===== config.mk =====
export PLATFORM = sky130hd
export DESIGN_NAME = spi_module
export DESIGN_NICKNAME = d
export VERILOG_FILES = /design/src/rtl/spi_module.sv
export SDC_FILE = /design/constraint.sdc
export NUM_CORES = 1
export LEC_CHECK = 0
export BUFFER_PORTS_ARGS = -buffer_cell sky130_fd_sc_hd__buf_2
export CORE_UTILIZATION = 52
export DETAILED_ROUTE_END_ITERATION = 8
export GPL_ROUTABILITY_DRIVEN = 0
export PLACE_DENSITY = 0.79
export SLEW_MARGIN = 0
export SYNTH_ARGS = -nofsm -noshare
export SYNTH_HDL_FRONTEND = slang
export SYNTH_SLANG_ARGS = --single-unit

===== constraint.sdc =====
create_clock -name SCLK -period 1.8 [get_ports SCLK]
set_input_delay 0.09 -clock SCLK [delete_from_list [all_inputs] [get_ports SCLK]]
set_output_delay 0.09 -clock SCLK [all_outputs]
set_load 0.01 [all_outputs]

===== src/rtl/spi_module.sv =====
// ============================================================================
// Module   : spi_module
// Brief    : 8-bit write-only SPI master (mode 0, MSB first), registered outputs.
// Revision : 1.0
// ============================================================================
`default_nettype none

module spi_module #(
  parameter int CLK_DIV = 4
) (
  input  logic       SCLK,
  input  logic       reset,
  input  logic       start,
  input  logic [7:0] data,
  output logic       SPI_CLK,
  output logic       MOSI,
  output logic       SS,
  output logic       busy,
  output logic       done
);

  typedef enum logic [2:0] {
    IDLE     = 3'd0,
    SETUP    = 3'd1,
    SCK_HIGH = 3'd2,
    SCK_LOW  = 3'd3,
    TRAIL    = 3'd4
  } state_t;

  localparam logic [7:0] c_PHASE_LAST = 8'(CLK_DIV - 1);

  state_t     r_state, w_state_nxt;
  logic [7:0] r_phase, w_phase_nxt;
  logic [2:0] r_bits,  w_bits_nxt;
  logic [7:0] r_shift, w_shift_nxt;
  logic       r_spi_clk, w_spi_clk_nxt;
  logic       r_mosi,    w_mosi_nxt;
  logic       r_ss,      w_ss_nxt;
  logic       r_busy,    w_busy_nxt;
  logic       r_done,    w_done_nxt;
  logic       w_phase_end;

  assign w_phase_end = (r_phase == c_PHASE_LAST);

  always_ff @(posedge SCLK) begin
    if (!reset) begin
      r_state   <= IDLE;
      r_phase   <= 8'd0;
      r_bits    <= 3'd0;
      r_shift   <= 8'd0;
      r_spi_clk <= 1'b0;
      r_mosi    <= 1'b0;
      r_ss      <= 1'b1;
      r_busy    <= 1'b0;
      r_done    <= 1'b0;
    end else begin
      r_state   <= w_state_nxt;
      r_phase   <= w_phase_nxt;
      r_bits    <= w_bits_nxt;
      r_shift   <= w_shift_nxt;
      r_spi_clk <= w_spi_clk_nxt;
      r_mosi    <= w_mosi_nxt;
      r_ss      <= w_ss_nxt;
      r_busy    <= w_busy_nxt;
      r_done    <= w_done_nxt;
    end
  end

  always_comb begin
    w_state_nxt   = r_state;
    w_phase_nxt   = r_phase;
    w_bits_nxt    = r_bits;
    w_shift_nxt   = r_shift;
    w_spi_clk_nxt = r_spi_clk;
    w_mosi_nxt    = r_mosi;
    w_ss_nxt      = r_ss;
    w_busy_nxt    = r_busy;
    w_done_nxt    = 1'b0;

    if (r_state != IDLE) begin
      w_phase_nxt = w_phase_end ? 8'd0 : r_phase + 8'd1;
    end

    case (r_state)
      IDLE: begin
        w_phase_nxt = 8'd0;
        // The done cycle is still part of the transfer, so a start there is dropped.
        if (start && !r_done) begin
          w_shift_nxt = data;
          w_bits_nxt  = 3'd7;
          w_mosi_nxt  = data[7];
          w_ss_nxt    = 1'b0;
          w_busy_nxt  = 1'b1;
          w_state_nxt = SETUP;
        end
      end
      SETUP: begin
        if (w_phase_end) begin
          w_state_nxt   = SCK_HIGH;
          w_spi_clk_nxt = 1'b1;
        end
      end
      SCK_HIGH: begin
        if (w_phase_end) begin
          w_spi_clk_nxt = 1'b0;
          if (r_bits != 3'd0) begin
            w_state_nxt = SCK_LOW;
            w_bits_nxt  = r_bits - 3'd1;
            w_shift_nxt = {r_shift[6:0], 1'b0};
            w_mosi_nxt  = r_shift[6];
          end else begin
            w_state_nxt = TRAIL;
          end
        end
      end
      SCK_LOW: begin
        if (w_phase_end) begin
          w_state_nxt   = SCK_HIGH;
          w_spi_clk_nxt = 1'b1;
        end
      end
      TRAIL: begin
        if (w_phase_end) begin
          w_state_nxt = IDLE;
          w_ss_nxt    = 1'b1;
          w_busy_nxt  = 1'b0;
          w_mosi_nxt  = 1'b0;
          w_done_nxt  = 1'b1;
        end
      end
      default: begin
        w_state_nxt = IDLE;
      end
    endcase
  end

  assign SPI_CLK = r_spi_clk;
  assign MOSI    = r_mosi;
  assign SS      = r_ss;
  assign busy    = r_busy;
  assign done    = r_done;

endmodule

`default_nettype wire


==> impl_metrics.toml, run 1 <==
[setup_path]
timing.critical_path.from = "r_phase[0]$_SDFFE_PP0P_"
reg2reg_from = "r_phase[0]$_SDFFE_PP0P_"
critPathKind = "reg2reg"
critPathLaunchType = "flip-flop"
crit_arrival_ps = 1900
crit_path_end_kind = "flip-flop"
cp_max_fo = 5
r2r_cells = 5
reg2reg_setup_slack_ps = 160
required_ps = 2060

[clock_network]
postCtsSetupBuffers = 0
htree_levels = 1
root_buffer = "clkbuf_4"
cts.path.max_buffers = 2
cts.sinks = 26
cts_tree = "built"
cts_resized = 0
clkSlewWorstSetupHoldPaths_ps = 150
numCtsBuffers = 3
clock_latency_ps = 330
cts_hold_buf = 0

[final_layout]
diodes = 0
fillCellCount = 202
final_cell_mix = "dfxtp_1, buf_2, nand2_1, a21oi_1, nor2_1"
drive_above_1_share = 0.2143
layout_commonest_cell = "dfxtp_1"
syn2layout_area_growth_pct = 11.62
fin_nets = 169

[die]
fp.dieW_um = 51.86
rows = 17
num_io_pins = 16
core_area_um2 = 2276
start_util = 0.5679
die-area_um2 = 2689
die_y_um = 51.86

[placed_design]
port_buffers = 15
dp_hpwl_um = 1825

[route]
drt_drc_violations_left = 0
vias = 1043
wire_per_inst_um = 14.05
wl_um = 2558
drt_iter0_drc = 8
vias_per_cell = 5.731
ant_nets = 0
dr.pass1.iters = 4

[timing]
finalSetupViolations = 0
drv_slew = 0
period_needed_ps = 1640
worstMarginPinSlew_ps = 376.7
finalHoldViolCount = 0
relSlewSlack = 0.7485
fmax_ghz = 0.6097
min_period_over_period = 0.9112
rsz0062_at_grt = "no"
skew_ps = 15.82
fin_setup_tns_ps = 0

[power]
p_leak_nw = 0.5864
power_mw = 1.158
pwr_density_cell_nw_per_um2 = 802.7
ir_drop_mv = 0.6345

[yosys]
syn_nets = 153
synth_ff_type = "dfxtp_1"
syn_area_um2 = 1292
async_flop_share = 0
synth_edf_count = 0
yosys_warnings = 0
synthCells = 139
avgSynthCellArea_um2 = 9.298
yosysUniqueCellTypes = 41
ys_seq_elements = 26
seq_area_frac_synth = 0.4027

[outcome]
status = "finished, final reports clean"

[worst_hold_path]
hp-start = "data[5]"
whs_path_depth = 3
hp-class = "in2reg"

[grt]
grt_pass1_wl_um = 4485
antenna_found_initial = 0
overflow = 0
grt_max_degree = 21
grt_pass1_vias = 1019
grt.total_usage = 0.2310

[flow_run]
drv_cap = 0
[stage by stage]
stage               cells  utilization  setup slack (ps)  area [um^2]  hold WS (ps)
CTS                   182       0.6322             102.3         1439         43.66
finish                182       0.6339             159.9         1443         51.19
detailed placement    178       0.6091             160.0         1386         392.1
global placement      178       0.6091             207.9         1386         384.9
floorplan             139            -             217.3         1292         244.4
global route          182       0.6339             16.58         1443         45.16
[final cells by class]
type,instances,area [um^2],area share
clock buffer,3,22.52,0.01561
clock inverter,1,30.03,0.02082
inverter,5,18.77,0.01301
multi-input combinational,98,691.9,0.4796
sequential,26,524.3,0.3634
tap,28,35.03,0.02428
timing repair buffer,21,120.1,0.08326
[where the power goes]
part	switching [mW]	internal, mW	total [mW]
registers	0.0184	0.605	0.623
logic	0.0693	0.0607	0.130
clock network	0.179	0.225	0.404
[cell usage after synthesis (all sizes together), types with 3 or more instances]
cell type / number / area share
buf: 8 / 0.042
and3: 4 / 0.019
nand3: 3 / 0.012
nand4: 3 / 0.015
o31ai: 6 / 0.035
dfxtp: 26 / 0.40
nand2b: 6 / 0.029
nor3: 3 / 0.015
ha: 3 / 0.029
xor2: 5 / 0.034
o21a: 3 / 0.017
nand2: 10 / 0.029
inv: 5 / 0.015
nor2: 10 / 0.031
a21oi: 10 / 0.039
mux2i: 7 / 0.054
o21ai: 4 / 0.015
[cell families after synthesis]
family,count (synthesis),synth area share
xor gates and xnor gates,6,0.04066
muxes,7,0.05421
AOI/OAI and AO/OA,32,0.1859
DFF,26,0.4027
and+or+nand+nor,50,0.2256
buffers and inverters,15,0.06196
adders and majority gates,3,0.02904
[per-layer routing]
metal / vias to the layer above / track usage / part of all wire
met1: 491 / 0.2670 / 0.45
li1: 524 / - / -
met3: 6 / 0.06433 / 0.035
met2: 22 / 0.3932 / 0.50
met4: 0 / 0.09910 / 0.016
met5: - / 0 / 0
[worst max-delay path, stage by stage (launching register included)]
cell,delay (ps)
dfxtp_2,390
ha_1,190
nor4b_4,290
a22oi_2,150
a2111oi_4,350
mux2i_1,210
[state kept, by name, summed over array words and instances, names as in the netlist, 3 cells and up]
name / cells
r_phase: 8
r_shift: 7
r_bits: 3
r_state: 3
[path summary, 6_finish.rpt]
check	end
hold / removal	r_shift[5]$_SDFFE_PN0P_
setup / recovery	MOSI$_SDFFE_PN0P_
setup reg to reg	MOSI$_SDFFE_PN0P_
hold reg to reg	r_phase[0]$_SDFFE_PP0P_
(Power assumes the default switching activity.)
==> run 2, diff against run 1 <==
--- a/config.mk
+++ b/config.mk
@@ -6,6 +6,7 @@
 export NUM_CORES = 1
 export LEC_CHECK = 0
 export BUFFER_PORTS_ARGS = -buffer_cell sky130_fd_sc_hd__buf_2
+export CORE_MARGIN = 2
 export CORE_UTILIZATION = 52
 export DETAILED_ROUTE_END_ITERATION = 8
 export GPL_ROUTABILITY_DRIVEN = 0
==> constraint.sdc (replaced) <==
create_clock -name SCLK -period 1.6 [get_ports SCLK]
set_input_delay 0.08 -clock SCLK [delete_from_list [all_inputs] [get_ports SCLK]]
set_output_delay 0.08 -clock SCLK [all_outputs]
set_load 0.01 [all_outputs]
==> run 2 against run 1 <==
  * Flip-flop and latch count unchanged
  * Register-to-register slack worse by 70 ps
  * Hold slack worse by 9.2 ps
  * Fmax up 8.3%
  * Critical path type unchanged
  * Global-route usage down 2.9 points
  * Critical path depth unchanged
==> impl_metrics.toml, run 2 (synthesis results as in run 1) <==
[placed_design]
post-place-ws_ps = -49.33
place_inst = 188
dp_hpwl_um = 1996
place_area_um2 = 1449
port_buffers = 15

[setup_path]
cp_top_family = "simple AND/OR/NAND/NOR gates"
crit_chain = "ha_1 > nor4b_4 > nand2_1 > o31a_1 > o21a_1"
critPathKind = "reg2reg"
max_stage_delay_ps = 350
required_ps = 1820
critPathSlowestCell = "dfxtp_2"
reg2reg_setup_slack_ps = 90
cp_max_fo = 5
reg2reg_from = "r_phase[0]$_SDFFE_PP0P_"
r2r_cells = 5
crit_path_end_kind = "flip-flop"
path_buf_inv = 0
r2r-end = "busy$_SDFFE_PN0P_"
critPathLaunchType = "flip-flop"
crit_arrival_ps = 1740

[final_layout]
design_area_um2 = 1500
syn2layout_area_growth_pct = 16.07
largest_reg_flops = 8
reg.largest.list = "r_phase x8, r_shift x7"
final_cell_mix = "dfxtp_1, buf_2, buf_4"
fin_nets = 177
drive_above_1_share = 0.2795
diodes = 0
layout_commonest_cell = "dfxtp_1"
fillCellCount = 203
fin_cells = 191
top_register = "r_phase"

[timing]
relSlewSlack = 0.7607
finalHoldViolCount = 0
worstMarginPinSlew_ps = 359.0
skew_ps = 2.435
finalSetupViolations = 0
fmax_ghz = 0.6602
rsz0062_at_grt = "yes"
period_needed_ps = 1515
setup_ws_ps = 85.29
min_period_over_period = 0.9467
drv_slew = 0

[clock_network]
numCtsBuffers = 3
cts_tree = "built"
clkSlewWorstSetupHoldPaths_ps = 120
clock_latency_ps = 310
cts.sinks = 26
root_buffer = "clkbuf_4"
postCtsSetupBuffers = 0
cts.path.max_buffers = 2
cts_hold_buf = 0
htree_levels = 1

[die]
rows = 18
num_io_pins = 16
fp.dieW_um = 53.86
start_util = 0.5363
die-area_um2 = 2900
die_y_um = 53.86
core_area_um2 = 2410

[worst_hold_path]
hp-start = "data[1]"
hp-class = "in2reg"
holdPathEnd = "r_shift[1]$_SDFFE_PN0P_"
whs_path_depth = 3

[route]
dr.pass1.iters = 4
wire_per_inst_um = 14.02
vias = 1067
drt_iter0_drc = 26
drt_drc_violations_left = 0
vias_per_cell = 5.586
wl_um = 2678
ant_nets = 0

[grt]
antenna_found_initial = 0
grt.total_usage = 0.2021
grt_pass1_vias = 977
grt_pass1_wl_um = 4209
overflow = 0
grt_max_degree = 21

[power]
internal-power_uw = 851.4
combPwrFrac = 0.146
p_leak_nw = 0.6177
swShare = 0.2468
seqPwrFrac = 0.621
clockPowerShare = 0.233
power.switching_uw = 279.0
ir_drop_mv = 0.6195
pwr_density_cell_nw_per_um2 = 753.5

[flow_run]
drv_cap = 0

[outcome]
status = "finished, final reports clean"
run 2: power by group through the flow:
stage	sequential (mW)	combinational, mW	clock [mW]
3_5_place_dp	0.715	0.153	0
4_1_cts	0.700	0.157	0.278
2_1_floorplan	0.712	0.108	0
5_1_grt	0.705	0.187	0.300
3_3_place_gp	0.713	0.148	0
6_report	0.702	0.165	0.263
run 2: tightest hold or removal path: stages:
cell and delay, ps:
buf_2 80, mux2i_1 50, a21oi_1 120
run 2: cell type report:
type	instances	area (um^2)	share of cell area
Tap cell	30	37.54	0.02502
Sequential cell	26	524.3	0.3495
Inverter	5	18.77	0.01251
Multi-Input combinational cell	98	716.9	0.4779
Clock buffer	3	22.52	0.01501
Timing Repair Buffer	29	180.2	0.1201
run 2: worst max-delay path by stage:
stage / start / to / slack (ps) / depth (start not counted)
after floorplan: r_phase[0]$_SDFFE_PP0P_ / r_bits[2]$_SDFFE_PN0P_ / 20 / 6
after global placement: r_bits[0]$_SDFFE_PN0P_ / r_bits[0]$_SDFFE_PN0P_ / -20 / 7
after detailed placement: r_bits[0]$_SDFFE_PN0P_ / r_bits[0]$_SDFFE_PN0P_ / -50 / 7
after CTS: r_phase[0]$_SDFFE_PP0P_ / MOSI$_SDFFE_PN0P_ / 10 / 5
after global routing: r_phase[1]$_SDFFE_PP0P_ / SPI_CLK$_SDFFE_PN0P_ / -10 / 6
final: r_phase[0]$_SDFFE_PP0P_ / busy$_SDFFE_PN0P_ / 90 / 5
run 2: metrics by stage:
stage               utilization  hold WS, ps  TNS, ps  total power [mW]
floorplan                     -        234.4        0            0.8198
global placement         0.6012        368.4   -15.77            0.8611
detailed placement       0.6012        380.3   -142.1            0.8677
CTS                      0.6132        39.51        0             1.136
global route             0.6225        42.32   -14.38             1.192
finish                   0.6225        42.00        0             1.130
run 2: repair_timing:
action                     4_1_cts  5_1_grt
resized for setup                3        7
setup endpoints to repair        8       13
pin swaps                        0        2
run 2: per-layer routing:
layer	routed length (um)	share of wire	up-vias	GRT usage
met5	0	0	-	0
met3	142	0.053	2	0.05833
li1	-	-	541	-
met4	20	0.0075	0	0.05128
met2	1327	0.50	36	0.3496
met1	1188	0.44	488	0.2436
==> run 3, diff against run 2 <==
--- a/config.mk
+++ b/config.mk
@@ -6,11 +6,13 @@
 export NUM_CORES = 1
 export LEC_CHECK = 0
 export BUFFER_PORTS_ARGS = -buffer_cell sky130_fd_sc_hd__buf_2
+export CELL_PAD_IN_SITES_DETAIL_PLACEMENT = 0
+export CELL_PAD_IN_SITES_GLOBAL_PLACEMENT = 2
 export CORE_MARGIN = 2
-export CORE_UTILIZATION = 52
+export CORE_UTILIZATION = 35
 export DETAILED_ROUTE_END_ITERATION = 8
 export GPL_ROUTABILITY_DRIVEN = 0
-export PLACE_DENSITY = 0.79
+export PLACE_DENSITY = 0.83
 export SLEW_MARGIN = 0
 export SYNTH_ARGS = -nofsm -noshare
 export SYNTH_HDL_FRONTEND = slang
==> run 3 against run 2 <==
  * Critical path depth up 1
  * Die area up 45%
  * Combinational power about the same
  * Clock power up 110%
  * Critical endpoint is now MOSI$_SDFFE_PN0P_
  * Largest cell class unchanged
  * Highest routed layer unchanged
==> impl_metrics.toml, run 3 (synthesis results as in run 1) <==
[outcome]
status = "finished, final reports clean"

[timing]
drv_slew = 0
finalHoldViolCount = 0
whs_ps = 100.7
finalSetupViolations = 0
min_period_over_period = 0.9697
rsz0062_at_grt = "yes"
relSlewSlack = 0.7583
period_needed_ps = 1552
skew_ps = 7.626
worstMarginPinSlew_ps = 362.5
fmax_ghz = 0.6445

[route]
wl_um = 2800
dr.pass1.iters = 4
vias_per_cell = 5.128
drt_drc_violations_left = 0
vias = 1082
ant_nets = 0
wire_per_inst_um = 13.27
drt_iter0_drc = 26

[setup_path]
critPathLaunchType = "flip-flop"
required_ps = 1810
cp_max_fo = 4
crit_chain = "ha_4 > nor4b_4 > buf_4 > a22oi_2 > a2111oi_4 > mux2i_1"
max_stage_delay_ps = 360
crit_arrival_ps = 1760
path_buf_inv = 1
cp_top_family = "flip-flops"
critPathSlowestCell = "dfxtp_2"
critPathKind = "reg2reg"
crit_path_end_kind = "flip-flop"

[final_layout]
layout_commonest_cell = "dfxtp_1"
diodes = 0
fin_cells = 211
fin_nets = 178
largest_reg_flops = 8
syn2layout_area_growth_pct = 22.17
top_register = "r_phase"
drive_above_1_share = 0.2883
final_cell_mix = "dfxtp_1, buf_2, buf_4"
design_area_um2 = 1579
reg.largest.list = "r_phase x8, r_shift x7"

[die]
rows = 22
die-area_um2 = 4195
core_area_um2 = 3606
start_util = 0.3584
fp.dieW_um = 64.77
die_y_um = 64.77
num_io_pins = 16

[clock_network]
clock_latency_ps = 280
cts.sinks = 26
cts.path.max_buffers = 2
cts_tree = "built"
clkSlewWorstSetupHoldPaths_ps = 90
root_buffer = "clkbuf_8"
htree_levels = 1
numCtsBuffers = 3

[power]
seqPwrFrac = 0.498
clockPowerShare = 0.387
swShare = 0.2226
pwr_density_cell_nw_per_um2 = 893.4
internal-power_mw = 1.097
p_leak_nw = 0.6385
ir_drop_mv = 0.5700
combPwrFrac = 0.115
power.switching_uw = 314.0

[grt]
grt_max_degree = 21
overflow = 0
grt_pass1_vias = 1079
grt_pass1_wl_um = 4850
antenna_found_initial = 0
grt.total_usage = 0.1507

[placed_design]
port_buffers = 15
place_area_um2 = 1471
dp_hpwl_um = 2086
place_inst = 206

[flow_run]
drv_cap = 0

[worst_hold_path]
hp-class = "in2reg"
==> run 3: changes by cell type in the layout (fill, tap and decap cells not counted) <==
cell       change
bufinv_16      +1
clkbuf_4       -3
clkbuf_8       +3
dfxtp_2        +1
dfxtp_1        -1
nor3b_2        -1
nor3b_1        +1
buf_6          +1
==> run 3: worst paths after layout <==
kind / to / depth (start not counted) / startpoint / slack [ps]
max reg2reg: MOSI$_SDFFE_PN0P_ / 6 / r_phase[0]$_SDFFE_PP0P_ / 50
min reg2reg: MOSI$_SDFFE_PN0P_ / 2 / MOSI$_SDFFE_PN0P_ / 470
min: r_shift[2]$_SDFFE_PN0P_ / 3 / data[2] / 100
max: MOSI$_SDFFE_PN0P_ / 6 / r_phase[0]$_SDFFE_PP0P_ / 50
==> run 3: routing by layer <==
layer	GRT usage	routed length [um]	vias to the layer above
met5	0	0	-
met4	0.05585	35	0
met3	0.03646	95	4
met1	0.1832	1333	513
li1	-	-	547
met2	0.2564	1335	18
==> run 3: what timing repair did <==
action,in CTS,in global routing
hold buffers,0,0
setup endpoints to repair,10,14
setup buffers,1,0
gates resized for setup,4,6
pin swaps,2,1
==> run 3: power groups by stage <==
stage          Sequential [mW]  Combinational [mW]  Clock (mW)
2_1_floorplan            0.712               0.108           0
3_3_place_gp             0.714               0.156           0
3_5_place_dp             0.715               0.156           0
4_1_cts                  0.701               0.161       0.571
5_1_grt                  0.707               0.182       0.583
6_report                 0.703               0.162       0.546
==> run 3: cell type report <==
class,instances,area [um^2]
clock buffer,3,41.29
clock inverter,1,30.03
fill,370,2027
inverter,5,18.77
multi-input combinational,98,711.9
sequential,26,525.5
tap,48,60.06
timing repair buffer,30,191.4
==> run 3: worst min-delay path, cell delays in order <==
cell     delay [ps]
buf_2            80
mux2i_1          50
a21oi_1         130
==> run 3: through the flow <==
stage	power (mW)	setup TNS, ps	setup WS, ps	utilization
after CTS	1.433	0	0.2456	0.4320
after detailed placement	0.8713	-89.44	-43.93	0.4081
after floorplan	0.8198	0	17.32	-
after global routing	1.472	-125.8	-59.18	0.4379
after global placement	0.8704	0	12.85	0.4081
final	1.411	0	48.48	0.4379
